### src/rtl/biu_ifetch.sv
`default_nettype none
// ============================================================================
//  Module   : biu_ifetch
//  Brief    : Instruction-fetch bus interface; runs ICU single-word and
//             critical-word-first line-fill requests as word beats.
//  Revision : 1.0
// ============================================================================
module biu_ifetch (
    input  logic        clk,
    input  logic        reset_l,
    input  logic        icu_req,
    input  logic [31:0] icu_biu_addr,
    input  logic [3:0]  icu_type,
    input  logic [1:0]  icu_size,
    output logic [31:0] biu_data,
    output logic [1:0]  biu_icu_ack,
    output logic        pj_req,
    output logic [31:0] pj_addr,
    output logic [3:0]  pj_type,
    output logic [1:0]  pj_size,
    input  logic        pj_ack,
    input  logic [31:0] pj_data_in,
    input  logic        pj_err
);

    typedef enum logic [1:0] {
        S_IDLE = 2'd0,
        S_BUSY = 2'd1,
        S_REL  = 2'd2
    } state_t;

    localparam logic [1:0] c_ACK_NONE = 2'b00;
    localparam logic [1:0] c_ACK_OK   = 2'b01;
    localparam logic [1:0] c_ACK_ERR  = 2'b10;

    state_t      r_state, w_state_nx;
    logic [29:0] r_word, w_word_nx;      // latched word address (byte addr [31:2])
    logic [1:0]  r_cnt, w_cnt_nx;
    logic [1:0]  r_rem, w_rem_nx;
    logic        r_pj_req, w_pj_req_nx;
    logic [31:0] r_pj_addr, w_pj_addr_nx;
    logic [3:0]  r_pj_type, w_pj_type_nx;
    logic [1:0]  r_ack, w_ack_nx;
    logic [31:0] r_data, w_data_nx;
    logic [1:0]  w_next_ofs;
    logic        w_unused;

    assign w_unused   = ^icu_biu_addr[1:0];
    // Offset of the following beat, wrapping inside the 16-byte line
    assign w_next_ofs = r_word[1:0] + r_cnt + 2'd1;

    always_comb begin
        w_state_nx   = r_state;
        w_word_nx    = r_word;
        w_cnt_nx     = r_cnt;
        w_rem_nx     = r_rem;
        w_pj_req_nx  = r_pj_req;
        w_pj_addr_nx = r_pj_addr;
        w_pj_type_nx = r_pj_type;
        w_ack_nx     = c_ACK_NONE;
        w_data_nx    = r_data;
        case (r_state)
            S_IDLE: begin
                if (icu_req) begin
                    w_state_nx   = S_BUSY;
                    w_word_nx    = icu_biu_addr[31:2];
                    w_cnt_nx     = 2'd0;
                    w_rem_nx     = (icu_size == 2'b11) ? 2'd3 : 2'd0;
                    w_pj_req_nx  = 1'b1;
                    w_pj_addr_nx = {icu_biu_addr[31:2], 2'b00};
                    w_pj_type_nx = icu_type;
                end
            end
            S_BUSY: begin
                if (pj_ack) begin
                    if (pj_err) begin
                        w_ack_nx    = c_ACK_ERR;
                        w_data_nx   = 32'd0;
                        w_pj_req_nx = 1'b0;
                        w_state_nx  = S_REL;
                    end else begin
                        w_ack_nx  = c_ACK_OK;
                        w_data_nx = pj_data_in;
                        if (r_rem == 2'd0) begin
                            w_pj_req_nx = 1'b0;
                            w_state_nx  = S_REL;
                        end else begin
                            w_cnt_nx     = r_cnt + 2'd1;
                            w_rem_nx     = r_rem - 2'd1;
                            w_pj_addr_nx = {r_word[29:2], w_next_ofs, 2'b00};
                        end
                    end
                end
            end
            S_REL: begin
                // Wait for the ICU to drop its request so a stale level is not re-issued
                if (!icu_req) begin
                    w_state_nx = S_IDLE;
                end
            end
            default: begin
                w_state_nx  = S_IDLE;
                w_pj_req_nx = 1'b0;
            end
        endcase
    end

    always_ff @(posedge clk or negedge reset_l) begin
        if (!reset_l) begin
            r_state   <= S_IDLE;
            r_word    <= 30'd0;
            r_cnt     <= 2'd0;
            r_rem     <= 2'd0;
            r_pj_req  <= 1'b0;
            r_pj_addr <= 32'd0;
            r_pj_type <= 4'd0;
            r_ack     <= c_ACK_NONE;
            r_data    <= 32'd0;
        end else begin
            r_state   <= w_state_nx;
            r_word    <= w_word_nx;
            r_cnt     <= w_cnt_nx;
            r_rem     <= w_rem_nx;
            r_pj_req  <= w_pj_req_nx;
            r_pj_addr <= w_pj_addr_nx;
            r_pj_type <= w_pj_type_nx;
            r_ack     <= w_ack_nx;
            r_data    <= w_data_nx;
        end
    end

    assign pj_req      = r_pj_req;
    assign pj_addr     = r_pj_addr;
    assign pj_type     = r_pj_type;
    assign pj_size     = 2'b10;
    assign biu_icu_ack = r_ack;
    assign biu_data    = r_data;

endmodule
`default_nettype wire

### config.mk
export PLATFORM = sky130hd
export DESIGN_NAME = biu_ifetch
export DESIGN_NICKNAME = d
export VERILOG_FILES = /design/src/rtl/biu_ifetch.sv
export SDC_FILE = /design/constraint.sdc
export NUM_CORES = 1
export LEC_CHECK = 0
export BUFFER_PORTS_ARGS = -buffer_cell sky130_fd_sc_hd__buf_2
export CAP_MARGIN = 20
export CORE_UTILIZATION = 35
export CTS_CLUSTER_DIAMETER = 60
export DETAILED_ROUTE_END_ITERATION = 16
export SYNTH_ARGS = -nofsm -noshare
export SYNTH_HDL_FRONTEND = slang
export SYNTH_SLANG_ARGS = --single-unit
### constraint.sdc
create_clock -name clk -period 4.6 [get_ports clk]
set_input_delay 1.38 -clock clk [delete_from_list [all_inputs] [get_ports clk]]
set_output_delay 1.38 -clock clk [all_outputs]
set_load 0.005 [all_outputs]
==> After elaboration in Yosys (flattened, before gate mapping) <==
Cells that the tools add are included.
{ "op_classes": {"n_addsub": 4, "bitwise": 1, "muxes": 31, "reduce_logical": 8, "eq_ne": 9} }
{ "op_table": {"columns": ["cell", "count"], "rows": [
  ["$mux 32", 5],
  ["$pmux 32 s2", 1],
  ["$mux 2", 17],
  ["$ne 2x2->1 const B", 5],
  ["$pmux 2 s2", 2],
  ["$reduce_and 4->1", 2],
  ["$pmux 2 s3", 1],
  ["$reduce_and 5->1", 1],
  ["$add 2x1->2 const B", 2],
  ["$eq 2x2->1 const B", 2],
  ["$logic_not 2->1", 2],
  ["$mux 1", 4],
  ["$reduce_and 2->1", 2],
  ["$ne 3x3->1 const B", 1],
  ["$pmux 1 s3", 1],
  ["$add 2x2->2", 1],
  ["$eq 2x1->1 const B", 1],
  ["$reduce_bool 2->1", 1],
  ["$sub 2x1->2 const B", 1],
  ["$not 1->1", 1]
]} }
{ "word_totals": {"output_inout_bits": 73, "elab_cells": 62, "input_bits": 75, "ff_bits": 107} }

==> Logic depth before layout (Yosys ltp) <==
{ "depth": {"word_depth": 6, "ltp_mapped": 6, "mapped_depth_nobuf": 5} }

==> Worst setup path after synthesis <==
Ideal clock, no wire load.
{ "synth_path": {"path_type": "in2reg", "startpoint": "input pj_err", "endpoint": "register r_pj_addr[14] (netlist: pj_addr[14])", "arrival_ns": 2.470, "required_time_ns": 4.475, "setup_slack_ns": 2.005, "n_path_buf": 2, "stages": 5, "setup_ns": 0.125, "path_cell_list": "clkbuf_2 nand4bb_4 a21oi_4 buf_6 mux2_2"} }
{ "synth_between": {"elab_chain_cells": 2} }
{ "synth_rtl": {"columns": ["element", "line_no", "rtl"], "rows": [
  ["start, declared", "23", "input logic pj_err"],
  ["$ne 2x2->1 (no line)", null, null],
  ["$reduce_and 5->1 (no line)", null, null],
  ["end signal, assigned", "125", "r_pj_addr <= w_pj_addr_nx;"],
  ["end, declared", "41", "logic [31:0] r_pj_addr, w_pj_addr_nx;"]
]} }
Every way passes these cells.
A chain may end at the register's enable or synchronous reset.

==> Worst setup path in the final report <==
{ "layout_path": {"startpoint": "input pj_err", "endpoint": "register r_pj_addr[5] (netlist: pj_addr[5])"} }
The elaborated chain is that of the path after synthesis.

==> results.cfg <==
[synthesis]
synth_edf_count = 0
ys_types = 36
netlist_instances = 363
yosys_warnings = 0
ys.flop_type = dfrtp_1
syn-cell-area_um2 = 4710
synth_seq_cells = 105
yosysSeqAreaShare_pct = 55.8
synthArstFlopShare_pct = 100
postSynthAreaPerCell_um2 = 13.0

[finish]
area_delta_synth_final_pct = 24.0
fillers = 1286
fin_cells = 678
drive_gt1_share_pct = 51.9
finalInstanceArea_um2 = 5840
finish.utilization_pct = 44.3
fin_nets = 573

[setup_path]
worstSetupPathType = in2reg
reg2reg_depth = 3
worst_ep_required_time_ns = 4.83
timing.rr.end = pj_addr[5]
r2r-start = r_state[0]
cp_max_fo = 37
slowest_stage = buf_4
cp-end-kind = register
critical-path-max-stage-delay_ns = 0.43
cp.arrival_ns = 3.17
crit_path_cell_trace = buf_2, nand4bb_4, a21oi_4, buf_4, mux2_2
rrSetupSlack_ns = 2.31
start_kind = input pin

[placed_design]
placedCellCount = 659
port_buffers = 141
pre_cts_slack_ns = 1.27
placed_area_um2 = 5480
gp_congestion = 0.708
hpwl_mm = 6.38

[timing]
finClkSkew_ns = 0.00811
fin_setup_tns_ns = 0
timing.final.crit_share_pct = 63.7
slew_viol_final = 0
rsz0062_at_grt = no
finalHoldViolations = 0
tightest_slew_ns = 1.02
fin_ws_ns = 1.67
layout_min_cycle_time_ns = 2.93
fmax_ghz = 0.341
whs_ns = 0.479
setup_viol = 0
relSlewSlack_pct = 31.9

[power_and_ir_drop]
power_density_nw_per_um2 = 679
combPwrFrac_pct = 38.8
p_sw_share_pct = 31.0
clkPwrFrac_pct = 19.9
power_mw = 3.97
power.share.sequential_pct = 41.2
ir_drop_v = 0.000286
p_leak_nw = 2.77
p_int_mw = 2.74
p_sw_mw = 1.23

[clock_network]
cts_hold_buf = 0
cts_sinks = 105
cts_resized = 0
path_clk_slew_ns = 0.07
postCtsSetupBuffers = 0
cts.htree.levels = 3
cts_tree = built
cts_inserted_buffers = 9
cts_buffer_depth = 2
insertion_delay_ns = 0.35
cts-root-buf = clkbuf_16

[global_route]
grt_util_all_layers_pct = 14.6
globalRoute.totalOverflow = 0
grt_max_degree = 82
grt_first_pass_wirelength_mm = 15.9
antenna_found_initial = 1
grt_pass1_vias = 3065

[routing]
first_iter_violations = 139
wl_per_cell_um = 14.0
num_vias = 3061
ant_nets = 0
first_pass_iters = 6
postRouteWirelength_mm = 9.51
via_per_inst = 4.51
drc = 0

[floorplan]
fp-row-count = 42
core_um2 = 13200
chipHeight_um = 118
io_pins = 148
initial_core_util_pct = 35.7
die_area_um2 = 13900
die_x_um = 118

[hold_path]
min_path_cells = 2
hold_path.class = reg2reg
hold_path_end = biu_data[20]
min-delay-start = biu_data[20]

[run]
cap_violations = 0

[outcome]
status = finished, final reports clean
[Yosys cell counts, drive strengths merged (2+ instances only)]
master	count	area, um^2
clkbuf	10	38.8
buf	16	148
ha	2	25.0
a21oi	3	26.3
o21ai	35	175
conb	2	7.51
mux2i	3	30.0
nand2	34	128
inv	8	30.0
mux2	93	1070
nor2	2	15.0
nand2b	34	220
dfrtp	105	2630
nand4	2	12.5
[sequential cells by signal, indices dropped and copies added (netlist names)]
name,count
pj_req,1
r_state,2
pj_addr,30
r_word,30
biu_data,32
r_cnt,2
pj_type,4
biu_icu_ack,2
r_rem,2
[area by class of cell]
cell class,count,area [um^2],area share [%]
clock buffer,12,256,4.39
sequential,105,2630,45.0
multi-input combinational,226,1870,32.1
tap,176,220,3.77
timing repair buffer,146,778,13.3
inverter,8,30.0,0.514
clock inverter,4,51.3,0.879
antenna,1,2.50,0.0429
[power groups by stage]
stage | clock network (mW) | registers, mW | logic, mW
after floorplan | 0 | 1.63 | 1.09
after global placement | 0 | 1.62 | 1.52
after detailed placement | 0 | 1.65 | 1.56
after CTS | 0.827 | 1.64 | 1.57
after global routing | 0.857 | 1.71 | 1.71
final | 0.791 | 1.64 | 1.54
[cell families (layout without fill, tap and decap cells)]
kind of cell	Yosys count	after routing	synth area share, %
xor+xnor	1	1	0.478
compound gates	44	44	5.39
buf+inv	34	170	4.60
flops	105	105	55.8
mux	96	96	23.4
other cells	2	5	0.159
fa+ha+maj	2	2	0.531
simple gates	79	79	9.70
[worst max-delay path: cells and delay by family]
| family | cells | cell delay [ns] |
|---|---|---|
| buf+inv | 2 | 0.70 |
| simple gates | 1 | 0.30 |
| mux | 1 | 0.38 |
| compound gates | 1 | 0.38 |
[per-layer routing]
metal | GRT usage (%) | part of all wire (%) | up-vias
met3 | 3.00 | 3.8 | 12
met5 | 0 | 0 | -
li1 | - | - | 1496
met4 | 8.17 | 2.3 | 0
met1 | 19.1 | 45 | 1487
met2 | 22.6 | 49 | 66
[placed cells by master, fill, tap and decap left out, types with 2 or more instances in the layout]
cell type and instances:
buf_4 4, nand2b_1 33, a21oi_1 2, ha_1 2
clkbuf_8 2, inv_1 8, o21ai_0 35, mux2i_1 3
conb_1 4, buf_2 140, nand4_1 2, mux2_4 6
mux2_2 86, nand2_1 34, clkbuf_16 9, dfrtp_1 105
[worst max-delay path by stage]
stage / start / to / depth (start not counted)
after floorplan: pj_err / pj_addr[14] / 5
after global placement: pj_err / pj_addr[6] / 5
after detailed placement: pj_err / pj_addr[13] / 5
after CTS: pj_err / pj_addr[31] / 5
after global routing: pj_err / pj_addr[31] / 5
final: pj_err / pj_addr[5] / 5
Note: power is estimated with default switching activity, not from simulation.
